File: src/rtl/l1_coh_req_pkg.sv
// Shared coherence-link types for the L1 request initiator.
package coh_types;

  typedef enum logic [2:0] {
    GETS      = 3'd0,
    GETM      = 3'd1,
    PUTM      = 3'd2,
    DATA      = 3'd3,
    DATA_EXCL = 3'd4
  } coh_cmd_t;

  typedef enum logic [2:0] {
    S_IDLE      = 3'd0,
    S_WB_ISSUE  = 3'd1,
    S_REQ_ISSUE = 3'd2,
    S_WAIT_RESP = 3'd3,
    S_FILL      = 3'd4
  } l1_req_state_t;

  localparam int unsigned LINE_BYTES_DEF = 32;
  localparam int unsigned LINE_OFF_W_DEF = $clog2(LINE_BYTES_DEF);

  function automatic int unsigned line_off_w(input int unsigned line_bytes);
    return $clog2(line_bytes);
  endfunction

endpackage

File: src/rtl/l1_coh_wdog.sv
// Response watchdog: counts cycles while active and flags expiry at TIMEOUT_CYC.
module l1_coh_wdog #(
  parameter int unsigned TIMEOUT_CYC = 1024
) (
  input  logic clk,
  input  logic rst,
  input  logic active,
  output logic expire
);

  localparam int unsigned CNT_W = $clog2(TIMEOUT_CYC + 1);

  logic [CNT_W-1:0] cnt;

  assign expire = active && (cnt >= CNT_W'(TIMEOUT_CYC - 1));

  always_ff @(posedge clk or posedge rst) begin
    if (rst)                 cnt <= '0;
    else if (!active || expire) cnt <= '0;
    else                     cnt <= cnt + 1'b1;
  end

endmodule

File: src/rtl/l1_coh_req.sv
// L1 coherence initiator: one MSHR plus one writeback slot, GETS/GETM/PUTM out, fills back.
// Optional response watchdog enabled by defining L1_COH_TIMEOUT_EN.
module l1_coh_req
  import coh_types::*;
#(
  parameter int unsigned CORE_ID     = 0,
  parameter int unsigned ADDR_W      = 32,
  parameter int unsigned LINE_BYTES  = 32,
  parameter int unsigned TIMEOUT_CYC = 1024
) (
  input  logic                    clk,
  input  logic                    rst,
  input  logic                    miss_valid,
  output logic                    miss_ready,
  input  logic                    miss_write,
  input  logic [ADDR_W-1:0]       miss_addr,
  input  logic                    victim_dirty,
  input  logic [ADDR_W-1:0]       victim_addr,
  input  logic [LINE_BYTES*8-1:0] victim_line,
  output logic                    fill_valid,
  output logic                    fill_excl,
  output logic [ADDR_W-1:0]       fill_addr,
  output logic [LINE_BYTES*8-1:0] fill_line,
  output logic                    req_valid,
  input  logic                    req_ready,
  output coh_cmd_t                req_cmd,
  output logic [ADDR_W-1:0]       req_addr,
  output logic [LINE_BYTES*8-1:0] req_line,
  input  logic                    resp_valid,
  input  coh_cmd_t                resp_cmd,
  input  logic [1:0]              resp_dst,
  input  logic [LINE_BYTES*8-1:0] resp_line,
  output logic                    proto_err,
  output logic                    busy
);

  localparam int unsigned LINE_W   = LINE_BYTES * 8;
  localparam int unsigned OFF_W    = line_off_w(LINE_BYTES);
  localparam logic [1:0]  CORE_DST = 2'(CORE_ID);

  function automatic logic [ADDR_W-1:0] align(input logic [ADDR_W-1:0] a);
    logic [ADDR_W-1:0] r;
    r            = a;
    r[OFF_W-1:0] = '0;
    return r;
  endfunction

  l1_req_state_t     state_q, state_d;
  logic              write_q;
  logic [ADDR_W-1:0] addr_q, vaddr_q;
  logic [LINE_W-1:0] vline_q;

  logic              hs, dst_hit, resp_ok, accept, err_d, tmo;
  logic              src_write;
  logic [ADDR_W-1:0] src_addr, src_vaddr;
  logic [LINE_W-1:0] src_vline;
  logic              req_valid_d;
  coh_cmd_t          req_cmd_d;
  logic [ADDR_W-1:0] req_addr_d;
  logic [LINE_W-1:0] req_line_d;

  assign miss_ready = !rst && (state_q == S_IDLE);
  assign busy       = (state_q != S_IDLE);
  assign hs         = miss_valid && miss_ready;
  assign dst_hit    = resp_valid && (resp_dst == CORE_DST);
  assign resp_ok    = (resp_cmd == DATA_EXCL) || (resp_cmd == DATA && !write_q);

`ifdef L1_COH_TIMEOUT_EN
  l1_coh_wdog #(.TIMEOUT_CYC(TIMEOUT_CYC)) u_wdog (
    .clk    (clk),
    .rst    (rst),
    .active (state_q == S_WAIT_RESP),
    .expire (tmo)
  );
`else
  assign tmo = 1'b0;
`endif

  // Payload sources bypass the capture registers on the handshake cycle so the
  // registered request appears one cycle after the miss is accepted.
  assign src_write = hs ? miss_write               : write_q;
  assign src_addr  = hs ? align(miss_addr)         : addr_q;
  assign src_vaddr = hs ? align(victim_addr)       : vaddr_q;
  assign src_vline = hs ? victim_line              : vline_q;

  always_comb begin
    state_d = state_q;
    accept  = 1'b0;
    err_d   = 1'b0;
    unique case (state_q)
      S_IDLE:      if (hs) state_d = victim_dirty ? S_WB_ISSUE : S_REQ_ISSUE;
      S_WB_ISSUE:  if (req_ready) state_d = S_REQ_ISSUE;
      S_REQ_ISSUE: if (req_ready) state_d = S_WAIT_RESP;
      S_WAIT_RESP: begin
        if (dst_hit && resp_ok) begin
          accept  = 1'b1;
          state_d = S_FILL;
        end else begin
          if (dst_hit) err_d = 1'b1;
          if (tmo) begin
            err_d   = 1'b1;
            state_d = S_REQ_ISSUE;
          end
        end
      end
      S_FILL:      state_d = S_IDLE;
      default:     state_d = S_IDLE;
    endcase
    if (dst_hit && state_q != S_WAIT_RESP) err_d = 1'b1;
  end

  always_comb begin
    req_valid_d = 1'b0;
    req_cmd_d   = GETS;
    req_addr_d  = '0;
    req_line_d  = '0;
    if (state_d == S_WB_ISSUE) begin
      req_valid_d = 1'b1;
      req_cmd_d   = PUTM;
      req_addr_d  = src_vaddr;
      req_line_d  = src_vline;
    end else if (state_d == S_REQ_ISSUE) begin
      req_valid_d = 1'b1;
      req_cmd_d   = src_write ? GETM : GETS;
      req_addr_d  = src_addr;
    end
  end

  always_ff @(posedge clk or posedge rst) begin
    if (rst) begin
      state_q    <= S_IDLE;
      write_q    <= 1'b0;
      addr_q     <= '0;
      vaddr_q    <= '0;
      vline_q    <= '0;
      req_valid  <= 1'b0;
      req_cmd    <= GETS;
      req_addr   <= '0;
      req_line   <= '0;
      fill_valid <= 1'b0;
      fill_excl  <= 1'b0;
      fill_addr  <= '0;
      fill_line  <= '0;
      proto_err  <= 1'b0;
    end else begin
      state_q    <= state_d;
      req_valid  <= req_valid_d;
      req_cmd    <= req_cmd_d;
      req_addr   <= req_addr_d;
      req_line   <= req_line_d;
      proto_err  <= err_d;
      fill_valid <= accept;
      if (hs) begin
        write_q <= miss_write;
        addr_q  <= align(miss_addr);
        vaddr_q <= align(victim_addr);
        vline_q <= victim_line;
      end
      if (accept) begin
        fill_excl <= (resp_cmd == DATA_EXCL);
        fill_addr <= addr_q;
        fill_line <= resp_line;
      end
    end
  end

endmodule

File: config.mk
export PLATFORM = sky130hd
export DESIGN_NAME = l1_coh_req
export DESIGN_NICKNAME = d
export VERILOG_FILES = /design/src/rtl/l1_coh_req_pkg.sv /design/src/rtl/l1_coh_wdog.sv /design/src/rtl/l1_coh_req.sv
export SDC_FILE = /design/constraint.sdc
export NUM_CORES = 1
export LEC_CHECK = 0
export BUFFER_PORTS_ARGS = -buffer_cell sky130_fd_sc_hd__buf_2
export CAP_MARGIN = 20
export CELL_PAD_IN_SITES_DETAIL_PLACEMENT = 1
export CELL_PAD_IN_SITES_GLOBAL_PLACEMENT = 1
export CORE_AREA = 4 4 458 460
export DETAILED_ROUTE_END_ITERATION = 6
export DIE_AREA = 0 0 462 464
export PLACE_DENSITY = 0.44
export SYNTH_ARGS = -nofsm -noshare
export SYNTH_HDL_FRONTEND = slang
export SYNTH_SLANG_ARGS = --single-unit
File: constraint.sdc
create_clock -name clk -period 34.6 [get_ports clk]
set_input_delay 6.92 -clock clk [delete_from_list [all_inputs] [get_ports clk]]
set_output_delay 6.92 -clock clk [all_outputs]
set_load 0.03 [all_outputs]
==> impl_summary.txt, run 1 <==
----------------------------------------------------
[Worst setup path]
  Data required time at the worst endpoint ... 27.68 ns
  Startpoint of the most critical register-to-register path ... state_q[1]
  Sort of element at the start of the critical path ... input pin
  Worst-path fanout max ... 3
  Worst setup path class ... input pin to primary output
  Critical Path Sink Type ... primary output
  Crit path DAT ... 7.42 ns
  Reg-to-reg slack, setup ... 30.21 ns
  Depth of the worst register-to-register path ... 7
  R2R Path End ... req_addr[15]

[Routing]
  Total length of routed wires ... 137000 um
  Final routed wire length divided by cell count ... 23.0 um
  DR vias ... 20917
  Detail Route Antenna Nets ... 0
  Detail-routed via count per cell ... 3.51
  First-pass detailed-route iteration total ... 4
  DRC viols ... 0
  Iter 0 DRT Violations ... 782

[Yosys]
  Number of library cell types mapped by synthesis ... 30
  Async SR Flop Fraction ... 1.00
  Count of warnings emitted by yosys ... 0
  Register area share after synthesis ... 0.683
  Count of flip-flops with a built-in enable after synthesis ... 0
  Most common cell in the synthesized netlist ... sky130_fd_sc_hd__dfrtp_1
  Commonest cells in the synthesized netlist ... sky130_fd_sc_hd__dfrtp_1, sky130_fd_sc_hd__mux2_2, sky130_fd_sc_hd__and2_1
  Most used flip-flop cell after synthesis ... sky130_fd_sc_hd__dfrtp_1
  Average footprint of a synthesized cell ... 17.1 sq um
  Biggest area contributors in the synthesized netlist ... sky130_fd_sc_hd__dfrtp_1, sky130_fd_sc_hd__mux2_2, sky130_fd_sc_hd__mux2_4
  Synthesis-stage register bit count ... 906
  Share of the synthesized area in the top cell type ... 0.683
  Number of instances in the synthesized netlist ... 1947
  Post-Syn Area ... 33200 sq um
  Most area-hungry cell type in the Yosys netlist ... sky130_fd_sc_hd__dfrtp_1
  Mapped Nets ... 2535

[Floorplan]
  Total die area ... 214000 sq um
  Initial cell density of the core ... 0.161
  Num ports ... 1173
  Floorplan row count ... 167
  Die Span Y ... 464 um
  Die boundary width ... 462 um
  Core region area ... 206000 sq um

[Worst hold path]
  Startpoint of the worst hold path ... addr_q[0]
  Endpoint of the worst hold-timing path ... fill_addr[0]
  Hold Crit Depth ... 1
  Hold Path Class ... flop to flop

[Clocking]
  Quantity of gates resized following cts ... 0
  Post-CTS setup buffer count ... 0
  CTS tree ... done
  CTS max path bufs ... 3
  Clock sink count ... 906
  Clock tree root driver cell ... sky130_fd_sc_hd__clkbuf_16
  Worst-Skew Late Latency ... 0.75 ns
  Total clock buffers created by CTS ... 113
  Hold_buf cts ... 0
  Deepest level of the CTS H-tree ... 3
  Worst-path clk slew ... 0.05 ns

[Timing]
  Post-Route Skew ... 0.0547 ns
  Post-route minimum period ... 14.34 ns
  Setup repair after global routing missed its margin ... false
  Final cycle utilization of the critical path ... 0.415
  Worst slew slack as a fraction of its limit ... 0.237
  Final hold viol count ... 0
  Setup violations, final ... 0
  Worst Max-Slew Pin Slew ... 1.13 ns
  Fmax ... 0.0697 GHz
  Final Slew Violations ... 0
  Setup Total Neg Slack ... 0 ns

[Cells and area]
  Fillcell total ... 22778
  Layout net count ... 3732
  Area Growth Syn to Fin ... 37.2%
  Share of cells above drive strength 1 ... 0.599

[Pwr]
  IR drop worst, VDD ... 0.0000397 V
  Lkg Pwr ... 23.3 nW
  Share of power burned in the clock network ... 0.291
  Sequential fraction of design power ... 0.386
  Switching power total ... 1.45 mW
  Cell internal pwr ... 2.60 mW
  Total power after layout ... 4.05 mW
  Proportion of power drawn by combinational gates ... 0.323
  Power Density ... 88.8 nW/um^2
  Net Sw Frac ... 0.358

[GRT]
  First-pass GRT wire length ... 187000 um
  Total routing resource utilization after global routing ... 0.123
  Initial antenna violation count ... 105
  Overflow left after global routing ... 0
  Maximum number of pins on one net before global-route repair ... 157
  Number of global-route vias before repair ... 22664

[Placed design]
  Port bufs ... 1161
  Placed wire-length estimate ... 103000 um
  Final weighted congestion of routability-driven global placement ... 0.786

[Flow run]
  Max-cap check violation count ... 0

[Outcome]
  Result of the run ... finished clean

----------------------------------------------------
[layer usage]
layer / routed length, um / share of wire / vias up / track usage
met5: 274 / 0.0020 / - / 0
met3: 14500 / 0.11 / 287 / 0.0589
met1: 50400 / 0.37 / 10609 / 0.133
li1: - / - / 9067 / -
met4: 4610 / 0.034 / 38 / 0.0382
met2: 67400 / 0.49 / 916 / 0.213
[through the flow]
step | setup WS, ns | util | instance area, sq um | std cells | hold WS (ns)
final | 20.26 | 0.221 | 45600 | 5961 | 0.464
after global routing | 20.24 | 0.221 | 45500 | 5936 | 0.492
after CTS | 20.25 | 0.221 | 45500 | 5925 | 0.458
after detailed placement | 20.25 | 0.203 | 41800 | 5732 | 0.468
after global placement | 20.25 | 0.203 | 41800 | 5732 | 0.466
after floorplan | 2.20 | - | 33200 | 1947 | 0.451
[logic make-up (layout without fill, tap and decap cells)]
family	Yosys count	count (layout)	synth area share
compound gates	40	40	0.0101
buf+inv	109	1384	0.0266
flops	906	906	0.683
mux	601	601	0.226
other cells	1	36	0.000113
simple gates	290	290	0.0544
[layout by cell type, fill, tap and decap left out, drive strengths merged]
master / instances
buf: 1187
dfrtp: 906
mux2: 600
and2: 269
clkbuf: 156
diode: 35
a22o: 32
clkinv: 20
inv: 11
nor2: 6
bufinv: 6
nand2: 5
clkinvlp: 4
nor3b: 3
o21ai: 3
o221ai: 2
nor2b: 2
or3: 2
and4bb: 1
a21oi: 1
mux2i: 1
and3: 1
o311a: 1
o311ai: 1
nand2b: 1
conb: 1
[cell type report]
type	instances	area [sq um]	share of cell area
repair buffers	1187	6060	0.133
multi-input cells	932	9690	0.213
flip-flops and latches	906	22700	0.498
inverters	4	38.8	0.000851
well taps	2704	3380	0.0742
clock inverters	37	457	0.0100
diodes	35	87.6	0.00192
clock buffers	156	3180	0.0698
[worst max-delay path by stage]
stage,slack [ns],end,startpoint,cells past startpoint
2_1_floorplan,2.20,addr_q[0],rst,1
6_report,20.26,miss_ready,rst,3
3_5_place_dp,20.25,miss_ready,rst,3
5_1_grt,20.24,miss_ready,rst,3
3_3_place_gp,20.25,miss_ready,rst,3
4_1_cts,20.25,miss_ready,rst,3
[flip-flops by register name, summed over array words and instances (netlist names)]
| name | flops |
|---|---|
| vaddr_q | 32 |
| req_cmd | 2 |
| req_valid | 1 |
| req_addr | 32 |
| fill_addr | 32 |
| state_q | 3 |
| req_line | 256 |
| addr_q | 32 |
| vline_q | 256 |
| fill_excl | 1 |
| fill_line | 256 |
| proto_err | 1 |
| fill_valid | 1 |
| write_q | 1 |
[power by group through the flow]
stage	logic (mW)	registers [mW]	clock network, mW
after floorplan	0.484	1.94	0
after global placement	1.33	1.57	0
after CTS	1.34	1.57	1.24
after detailed placement	1.34	1.58	0
after global routing	1.40	1.60	1.28
final	1.31	1.56	1.18
[critical path, stage by stage]
cell and delay, ns:
sky130_fd_sc_hd__buf_2 0.16, sky130_fd_sc_hd__nor2_1 0.13, sky130_fd_sc_hd__buf_2 0.21
Note: power is estimated with default switching activity, not from simulation.
==> inputs of run 2 (changes only) <==
- PLACE_DENSITY: 0.44 -> 0.45
- clock period: 34.6 -> 11.5 ns (I/O delays scaled with it)
==> run 2 against run 1 <==
Compared with the run above: combinational power rose to 3.0 times the previous value; clock skew rose by 0.013 ns; routed wire length shrank 0.29%; critical path depth unchanged; register-to-register slack worse by 22 ns; final area rose by 0.30%; worst hold slack better by 0.016 ns; setup slack worse by 14 ns; sequential power rose to 3.0 times the previous value; non-clock buffer count is 3 lower; critical endpoint unchanged; largest cell class unchanged.
==> impl_summary.txt, run 2 (synthesis results as in run 1) <==
----------------------------------------------------
[GRT]
  Maximum number of pins on one net before global-route repair ... 171
  First-pass GRT wire length ... 186000 um
  Total routing resource utilization after global routing ... 0.123
  Number of global-route vias before repair ... 23020
  Overflow left after global routing ... 0
  Initial antenna violation count ... 100

[Floorplan]
  Num ports ... 1173
  Core region area ... 206000 sq um
  Floorplan row count ... 167
  Die Span Y ... 464 um
  Initial cell density of the core ... 0.161
  Die boundary width ... 462 um
  Total die area ... 214000 sq um

[Timing]
  Min setup slack post-route ... 6.37 ns
  Worst slew slack as a fraction of its limit ... 0.230
  Final cycle utilization of the critical path ... 0.446
  Final Slew Violations ... 0
  Post-Route Skew ... 0.0677 ns
  Worst Max-Slew Pin Slew ... 1.15 ns
  Fmax ... 0.195 GHz
  Setup repair after global routing missed its margin ... false
  Post-route minimum period ... 5.13 ns
  Final hold viol count ... 0
  Setup violations, final ... 0

[Clocking]
  CTS max path bufs ... 3
  Hold_buf cts ... 0
  CTS tree ... done
  Clock sink count ... 906
  Worst-path clk slew ... 0.05 ns
  Quantity of gates resized following cts ... 0
  Post-CTS setup buffer count ... 0
  Total clock buffers created by CTS ... 112
  Deepest level of the CTS H-tree ... 3
  Clock tree root driver cell ... sky130_fd_sc_hd__clkbuf_16
  Worst-Skew Late Latency ... 0.77 ns

[Cells and area]
  Area Growth Syn to Fin ... 37.6%
  Non-filler instance count after layout ... 5976
  Share of cells above drive strength 1 ... 0.599
  Largest registers ... fill_line: 256 flops, req_line: 256 flops, vline_q: 256 flops
  Top library cells by usage in the layout, fill and taps aside ... sky130_fd_sc_hd__buf_2, sky130_fd_sc_hd__dfrtp_1, sky130_fd_sc_hd__mux2_2
  Layout net count ... 3728
  Most common cell after layout, fill and taps aside ... sky130_fd_sc_hd__buf_2

[Pwr]
  Net Sw Frac ... 0.354
  Cell internal pwr ... 7.90 mW
  Proportion of power drawn by combinational gates ... 0.318
  Switching power total ... 4.33 mW
  Total power after layout ... 12.2 mW
  Lkg Pwr ... 23.3 nW
  Power Density ... 268 nW/um^2
  Share of power burned in the clock network ... 0.297
  IR drop worst, VDD ... 0.000140 V
  Sequential fraction of design power ... 0.385

[Placed design]
  Final weighted congestion of routability-driven global placement ... 0.769
  Placed instance count ... 5730
  Dpl ws ... 5.67 ns
  Placed wire-length estimate ... 104000 um
  Port bufs ... 1161

[Worst setup path]
  Sort of element at the start of the critical path ... input pin
  Critical Path Sink Type ... primary output
  Worst setup path class ... input pin to primary output
  Worst-path fanout max ... 3
  Data required time at the worst endpoint ... 9.20 ns
  Crit path DAT ... 2.83 ns

[Flow run]
  Max-cap check violation count ... 0

[Routing]
  Detail-routed via count per cell ... 3.49
  DR vias ... 20877
  Final routed wire length divided by cell count ... 22.9 um
  First-pass detailed-route iteration total ... 4
  Total length of routed wires ... 137000 um
  DRC viols ... 0
  Iter 0 DRT Violations ... 761
  Detail Route Antenna Nets ... 0

[Outcome]
  Result of the run ... finished clean

[Worst hold path]
  Hold Path Class ... flop to flop

----------------------------------------------------
-- run 2: cell count changes in the layout (fill, tap and decap cells not counted), moves of 3 or more --
cell and change:
sky130_fd_sc_hd__buf_4 -5, sky130_fd_sc_hd__clkbuf_1 +6, sky130_fd_sc_hd__clkinv_2 +9, sky130_fd_sc_hd__bufinv_16 +4, sky130_fd_sc_hd__clkinvlp_4 +3, sky130_fd_sc_hd__buf_12 +3
sky130_fd_sc_hd__clkbuf_8 -4
-- run 2: power by group through the flow --
stage | sequential, mW | combinational [mW] | clock [mW]
floorplan | 5.85 | 1.46 | 0
global placement | 4.74 | 3.96 | 0
detailed placement | 4.78 | 3.98 | 0
CTS | 4.74 | 3.99 | 3.81
global route | 4.84 | 4.17 | 3.94
finish | 4.72 | 3.89 | 3.63
-- run 2: final timing paths --
| check | startpoint | cells past startpoint | end | slack [ns] |
|---|---|---|---|---|
| setup / recovery | rst | 3 | miss_ready | 6.37 |
| setup reg to reg | write_q | 7 | fill_line[49] | 7.92 |
| hold / removal | fill_line[16] | 1 | fill_line[16] | 0.48 |
| hold reg to reg | fill_line[16] | 1 | fill_line[16] | 0.48 |
| min in group asynchronous | rst | 2 | req_line[81] | 1.84 |
| max in group asynchronous | rst | 5 | req_line[136] | 6.63 |
-- run 2: metal layers --
| layer | GRT usage | part of all wire |
|---|---|---|
| met5 | 0 | 0.0015 |
| met4 | 0.0320 | 0.026 |
| met3 | 0.0617 | 0.11 |
| met2 | 0.213 | 0.49 |
| met1 | 0.133 | 0.37 |
-- run 2: worst max-delay path: stages --
cell and delay (ns):
sky130_fd_sc_hd__buf_2 0.19, sky130_fd_sc_hd__nor2_1 0.13, sky130_fd_sc_hd__buf_2 0.21
-- run 2: per-stage QoR --
| step | area, sq um | util | hold WS, ns | TNS [ns] |
|---|---|---|---|---|
| after floorplan | 33200 | - | 0.451 | -3169.33 |
| after global placement | 41800 | 0.203 | 0.465 | 0 |
| after detailed placement | 41800 | 0.203 | 0.469 | 0 |
| after CTS | 45600 | 0.221 | 0.482 | 0 |
| after global routing | 45600 | 0.221 | 0.497 | 0 |
| final | 45700 | 0.222 | 0.481 | 0 |
-- run 2: area by class of cell --
| cell class | count | area [sq um] |
|---|---|---|
| antenna | 37 | 92.6 |
| clock buffer | 158 | 3150 |
| clock inverter | 51 | 633 |
| fill | 22867 | 160000 |
| inverter | 4 | 35.0 |
| multi-input combinational | 932 | 9690 |
| sequential | 906 | 22700 |
| tap | 2704 | 3380 |
| timing repair buffer | 1184 | 6060 |
